## src/rtl/ram_fifo_pkg.sv

```systemverilog
// -----------------------------------------------------------------------------
// ram_fifo_pkg
//   Shared types and sizing for the RAM-backed FIFO controller (ram_fifo_ctrl).
//   The FIFO sits in front of a 32x3 single-port synchronous RAM. Because the
//   pointers wrap naturally, DEPTH must equal 2**ADDR_W.
//
//   Contents:
//     ADDR_W, DATA_W, DEPTH : sizing localparams
//     fifo_state_t          : controller FSM encoding
//     addr_t, word_t        : RAM address / data word types
//     count_t               : occupancy type (one bit wider than addr_t)
// -----------------------------------------------------------------------------
package ram_fifo_pkg;

    localparam int ADDR_W = 5;
    localparam int DATA_W = 3;
    localparam int DEPTH  = 32;

    typedef enum logic [1:0] {
        IDLE    = 2'd0,
        RD_WAIT = 2'd1,
        RD_CAP  = 2'd2
    } fifo_state_t;

    typedef logic [ADDR_W-1:0] addr_t;
    typedef logic [DATA_W-1:0] word_t;
    typedef logic [ADDR_W:0]   count_t;

    localparam count_t COUNT_FULL = count_t'(DEPTH);

endpackage : ram_fifo_pkg

```

## src/rtl/ram_fifo_ctrl.sv

```systemverilog
// -----------------------------------------------------------------------------
// ram_fifo_ctrl
//   FIFO controller that owns the address/data/write-enable inputs of an
//   external 32x3 single-port synchronous RAM and consumes its q output.
//   Push and pop requests are turned into RAM write and read cycles; the block
//   keeps the read/write pointers, occupancy count and full/empty flags.
//
//   Optional feature (compile-time macro FIFO_ERR_FLAGS_EN):
//     defined   : overflow/underflow are sticky flags set by a push while full
//                 or a pop while empty (in IDLE); cleared only by reset.
//     undefined : overflow/underflow ports exist but are tied to 0.
//
//   Ports:
//     clock        in   system clock, rising edge
//     reset        in   synchronous, active-high reset
//     push         in   write request, held until push_ack
//     wr_data      in   word to enqueue, sampled when push_ack=1
//     push_ack     out  push accepted this cycle (combinational)
//     pop          in   read request (pulse or level)
//     pop_ack      out  pop accepted this cycle (combinational)
//     rd_data      out  dequeued word (registered)
//     rd_valid     out  one-cycle pulse, rd_data valid
//     full         out  count == DEPTH
//     empty        out  count == 0
//     count        out  occupancy 0..DEPTH
//     busy         out  FSM not in IDLE
//     overflow     out  sticky push-while-full flag
//     underflow    out  sticky pop-while-empty flag
//     ram_address  out  RAM address
//     ram_data     out  RAM write data
//     ram_wren     out  RAM write enable
//     ram_q        in   RAM read data, registered at the addressing edge
//
//   FSM states:
//     state   | meaning
//     --------+------------------------------------------------------------
//     IDLE    | accepting push/pop; pop wins when both are possible
//     RD_WAIT | RAM is returning the popped word on ram_q
//     RD_CAP  | rd_data holds the popped word, rd_valid high for this cycle
// -----------------------------------------------------------------------------
module ram_fifo_ctrl
    import ram_fifo_pkg::*;
(
    input  logic              clock,
    input  logic              reset,

    input  logic              push,
    input  logic [DATA_W-1:0] wr_data,
    output logic              push_ack,

    input  logic              pop,
    output logic              pop_ack,
    output logic [DATA_W-1:0] rd_data,
    output logic              rd_valid,

    output logic              full,
    output logic              empty,
    output logic [ADDR_W:0]   count,
    output logic              busy,
    output logic              overflow,
    output logic              underflow,

    output logic [ADDR_W-1:0] ram_address,
    output logic [DATA_W-1:0] ram_data,
    output logic              ram_wren,
    input  logic [DATA_W-1:0] ram_q
);

    fifo_state_t state_q, state_d;

    addr_t  wr_ptr_q, wr_ptr_d;
    addr_t  rd_ptr_q, rd_ptr_d;
    count_t count_q,  count_d;
    word_t  rd_data_q, rd_data_d;
    logic   rd_valid_q, rd_valid_d;

    logic   push_acc;
    logic   pop_acc;
    logic   full_w;
    logic   empty_w;

    assign full_w  = (count_q == COUNT_FULL);
    assign empty_w = (count_q == '0);

    // -------------------------------------------------------------------------
    // State register
    // -------------------------------------------------------------------------
    always_ff @(posedge clock) begin
        if (reset) begin
            state_q <= IDLE;
        end else begin
            state_q <= state_d;
        end
    end

    // -------------------------------------------------------------------------
    // Next-state logic
    // -------------------------------------------------------------------------
    always_comb begin
        state_d = state_q;
        unique case (state_q)
            IDLE:    if (pop_acc) state_d = RD_WAIT;
            RD_WAIT: state_d = RD_CAP;
            RD_CAP:  state_d = IDLE;
            default: state_d = IDLE;
        endcase
    end

    // -------------------------------------------------------------------------
    // Output logic: arbitration and RAM port drive
    // -------------------------------------------------------------------------
    always_comb begin
        pop_acc     = 1'b0;
        push_acc    = 1'b0;
        ram_wren    = 1'b0;
        ram_address = rd_ptr_q;
        ram_data    = '0;
        unique case (state_q)
            IDLE: begin
                pop_acc  = pop & ~empty_w;
                push_acc = push & ~full_w & ~pop_acc;
                if (push_acc) begin
                    ram_wren    = 1'b1;
                    ram_address = wr_ptr_q;
                    ram_data    = wr_data;
                end
            end
            // rd_ptr has already advanced; keep the popped entry's address
            // on the RAM so its q stays stable through capture.
            RD_WAIT: ram_address = rd_ptr_q - addr_t'(1);
            RD_CAP:  ram_address = rd_ptr_q;
            default: ram_address = rd_ptr_q;
        endcase
    end

    // -------------------------------------------------------------------------
    // Datapath next-state
    // -------------------------------------------------------------------------
    always_comb begin
        wr_ptr_d   = wr_ptr_q;
        rd_ptr_d   = rd_ptr_q;
        count_d    = count_q;
        rd_data_d  = rd_data_q;
        rd_valid_d = 1'b0;

        // push_acc and pop_acc are mutually exclusive, so count never sees
        // both an increment and a decrement in one cycle.
        if (push_acc) begin
            wr_ptr_d = wr_ptr_q + addr_t'(1);
            count_d  = count_q + count_t'(1);
        end else if (pop_acc) begin
            rd_ptr_d = rd_ptr_q + addr_t'(1);
            count_d  = count_q - count_t'(1);
        end

        if (state_q == RD_WAIT) begin
            rd_data_d  = ram_q;
            rd_valid_d = 1'b1;
        end
    end

    always_ff @(posedge clock) begin
        if (reset) begin
            wr_ptr_q   <= '0;
            rd_ptr_q   <= '0;
            count_q    <= '0;
            rd_data_q  <= '0;
            rd_valid_q <= 1'b0;
        end else begin
            wr_ptr_q   <= wr_ptr_d;
            rd_ptr_q   <= rd_ptr_d;
            count_q    <= count_d;
            rd_data_q  <= rd_data_d;
            rd_valid_q <= rd_valid_d;
        end
    end

    // -------------------------------------------------------------------------
    // Sticky error flags
    // -------------------------------------------------------------------------
`ifdef FIFO_ERR_FLAGS_EN
    logic overflow_q,  overflow_d;
    logic underflow_q, underflow_d;

    always_comb begin
        overflow_d  = overflow_q  | ((state_q == IDLE) & push & full_w);
        underflow_d = underflow_q | ((state_q == IDLE) & pop & empty_w);
    end

    always_ff @(posedge clock) begin
        if (reset) begin
            overflow_q  <= 1'b0;
            underflow_q <= 1'b0;
        end else begin
            overflow_q  <= overflow_d;
            underflow_q <= underflow_d;
        end
    end

    assign overflow  = overflow_q;
    assign underflow = underflow_q;
`else
    assign overflow  = 1'b0;
    assign underflow = 1'b0;
`endif

    // -------------------------------------------------------------------------
    // Outputs
    // -------------------------------------------------------------------------
    assign push_ack = push_acc;
    assign pop_ack  = pop_acc;
    assign rd_data  = rd_data_q;
    assign rd_valid = rd_valid_q;
    assign full     = full_w;
    assign empty    = empty_w;
    assign count    = count_q;
    assign busy     = (state_q != IDLE);

endmodule : ram_fifo_ctrl
```

## config.mk

```make
export PLATFORM = sky130hd
export DESIGN_NAME = ram_fifo_ctrl
export DESIGN_NICKNAME = d
export VERILOG_FILES = /design/src/rtl/ram_fifo_pkg.sv /design/src/rtl/ram_fifo_ctrl.sv
export SDC_FILE = /design/constraint.sdc
export NUM_CORES = 1
export LEC_CHECK = 0
export BUFFER_PORTS_ARGS = -buffer_cell sky130_fd_sc_hd__buf_2
export CAP_MARGIN = 20
export CORE_ASPECT_RATIO = 1.1
export CORE_MARGIN = 2
export CORE_UTILIZATION = 35
export DETAILED_ROUTE_END_ITERATION = 8
export PLACE_DENSITY_LB_ADDON = 0.1
export SYNTH_ARGS = -nofsm -noshare
export SYNTH_HDL_FRONTEND = slang
export SYNTH_SLANG_ARGS = --single-unit
```

## constraint.sdc

```tcl
create_clock -name clock -period 4.2 [get_ports clock]
set_input_delay 1.26 -clock clock [delete_from_list [all_inputs] [get_ports clock]]
set_output_delay 1.26 -clock clock [all_outputs]
set_load 0.05 [all_outputs]
```

==> results.yml <==
logic_synthesis:
  syn_inst: 150
  synth_edf_count: 0
  muxShareOfSynthArea_pct: 6.155
  synth-seq-area-share_pct: 33.33
  ys_warn_count: 0
  async_flop_share_pct: 0
  synth_top_family_by_area: "simple AND/OR/NAND/NOR gates"
  synth.distinct_cells: 48
  synthTopCellsByArea: "dfxtp_1 (33%), nor2_1 (7.1%), ha_1 (6.6%), mux2i_1 (5.3%), xnor2_1 (4.0%)"
  ys.flop_type: "dfxtp_1"
  synthXorXnorAreaFrac_pct: 7.292
  synth_top_area_share_pct: 33.33
  synth_fa_ha_area_share_pct: 8.144
  synth_compound_area_share_pct: 17.71
  synthSimpleGateAreaFrac_pct: 19.79
  ys_top_cells_by_count: "nor2_1 (25), dfxtp_1 (22), a21oi_1 (9)"
  avgSynthCellArea_um2: 8.808
  synthMostInstantiatedCell: "nor2_1"
  ys_seq_elements: 22
  synth_area_leader_cell: "dfxtp_1"
  synth_area_mm2: 0.001321
setup_path:
  crit_buf_inv: 2
  critPathKind: "reg2out"
  cp-end-kind: "output pin"
  cp_max_fo: 11
  max_stage_delay_ns: 0.69
  crit_slowest_cell: "or4_1"
  required_ns: 2.94
  cp_cell_sequence: "or4_1, o311a_2, nand2_4, inv_2, a21oi_1, nand2_1, buf_2"
  crit_family: "simple AND/OR/NAND/NOR gates"
  startpoint_type: "flip-flop"
  critPathArrivalTime_ns: 2.49
timing:
  clock-skew-final_ns: 0.001740
  finalSetupViolations: 0
  period_minus_slack_ns: 3.753
  min_period_over_period_pct: 89.35
  rsz0062_at_grt: "no"
  tns_ns: 0
  drv_slew: 0
  fmaxAchievable_ghz: 0.2665
  hold_viol_final: 0
run_status:
  outcome: "finished, final reports clean"
finish:
  seq_area_um2: 440.4
  design_area_mm2: 0.001531
  diodes: 0
  syn_to_final_growth_pct: 15.91
  drive_gt1_share_pct: 26.70
  nFillCells: 389
  multi_input_area_um2: 795.8
  final_net_count: 196
die:
  ios: 36
  fp-row-count: 23
  start_util_pct: 36.44
  die_area_mm2: 0.004283
  die_h_um: 68.44
  die_x_um: 62.58
  coreArea_mm2: 0.003626
cts:
  cts_setup_buffers: 0
  clk_pin_slew_worst_paths_ns: 0.08
  hold_buffers: 0
  clock_latency_ns: 0.26
  cts-root-buf: "clkbuf_8"
  cts_buffers: 3
  postCtsResizedCells: 0
  htree_levels: 1
  clock_sinks: 22
  clk_path_buf_depth: 2
  cts_tree: "yes"
run:
  drv_cap: 0
pwr:
  irDropWorstVdd_v: 0.0002528
  leakagePower_nw: 0.7344
  powerDensity_mw_per_mm2: 839.7
placement:
  gp_congestion: 0.7358
  place_area_mm2: 0.001490
  io_buffers: 33
  dp_hpwl_mm: 2.231
grt:
  grt_pass1_vias: 1020
  overflow: 0
  grt_first_pass_wirelength_mm: 4.719
  grt.total_usage_pct: 14.14
  antenna_found_initial: 0
  grt_max_degree: 24
drt:
  drc: 0
  avgRoutedWirePerCell_um: 13.08
  via_per_inst: 4.929
  vias: 1114
  detail_route.iter0.violations: 31
  routed_wl_mm: 2.956
  dr.pass1.iters: 4
  ant_nets: 0
hold_path:
  hp-class: "reg2reg"
[final timing paths]
path                            cells past startpoint  slack, ns                        to                startpoint
worst max-delay path                                7       0.45            ram_address[4]     count[0]$_SDFFE_PP0P_
worst max register to register                      9       1.02     count[5]$_SDFFE_PP0P_     count[0]$_SDFFE_PP0P_
worst min-delay path                                2       0.50  wr_ptr_q[1]$_SDFFE_PP0P_  wr_ptr_q[1]$_SDFFE_PP0P_
worst min register to register                      2       0.50  wr_ptr_q[1]$_SDFFE_PP0P_  wr_ptr_q[1]$_SDFFE_PP0P_
[routing by layer]
metal | vias up | wire length, um | track usage, %
li1 | 575 | - | -
met1 | 511 | 1417 | 17.28
met2 | 26 | 1358 | 24.06
met3 | 2 | 164 | 3.618
met4 | 0 | 17 | 5.833
met5 | - | 0 | 0
[placed cells by master, fill, tap and decap left out, types with 2 or more instances in the layout]
master	synthesis	final
ha_1	7	7
buf_2	2	33
o21ai_0	2	2
a21oi_1	9	9
clkbuf_8	0	3
xnor2_1	6	6
nand3_1	4	4
nor2_1	25	25
mux2i_1	7	7
nand4_1	3	3
o21bai_1	2	2
conb_1	1	2
or4_1	2	2
xor2_1	5	5
o311a_2	2	2
dfxtp_1	22	22
nand2b_1	2	2
and3_1	3	3
inv_1	6	6
nand2_1	5	5
[sequential cells by signal (all words and copies together) (netlist names)]
register / count
count: 6
rd_ptr_q: 5
wr_ptr_q: 5
rd_data: 3
state_q: 2
rd_valid: 1
[per-stage QoR]
step / std cells / util, % / power [mW] / setup WS (ns) / hold slack (ns)
6_report: 226 / 42.24 / 1.286 / 0.4474 / 0.5020
2_1_floorplan: 151 / - / 1.027 / 0.3101 / 0.4667
4_1_cts: 226 / 42.24 / 1.301 / 0.4317 / 0.5061
5_1_grt: 226 / 42.24 / 1.377 / 0.3117 / 0.5298
3_3_place_gp: 223 / 41.10 / 1.155 / 0.6197 / 0.4738
3_5_place_dp: 223 / 41.10 / 1.165 / 0.5941 / 0.4825
[power by group]
group	switching (mW)	total [mW]	internal [mW]
Combinational	0.558	0.834	0.276
Clock	0.0677	0.132	0.0640
Sequential	0.0658	0.320	0.254
[area by class of cell]
class | count | share of cell area, %
repair buffers | 33 | 10.78
inverters | 7 | 1.716
multi-input cells | 111 | 51.96
flip-flops and latches | 22 | 28.76
well taps | 50 | 4.085
clock buffers | 3 | 2.696
[cell families (layout without fill, tap and decap cells)]
group / count (synthesis) / in the layout
AOI/OAI and AO/OA: 30 / 30
xor gates and xnor gates: 11 / 11
adders and majority gates: 8 / 8
buffers and inverters: 18 / 43
DFF: 22 / 22
muxes: 8 / 8
other: 1 / 2
and+or+nand+nor: 52 / 52
[worst min-delay path, cell delays in order (launching register included)]
cell	delay (ns)
dfxtp_1	0.34
nand2_1	0.06
a21oi_1	0.06
(Power assumes the default switching activity.)
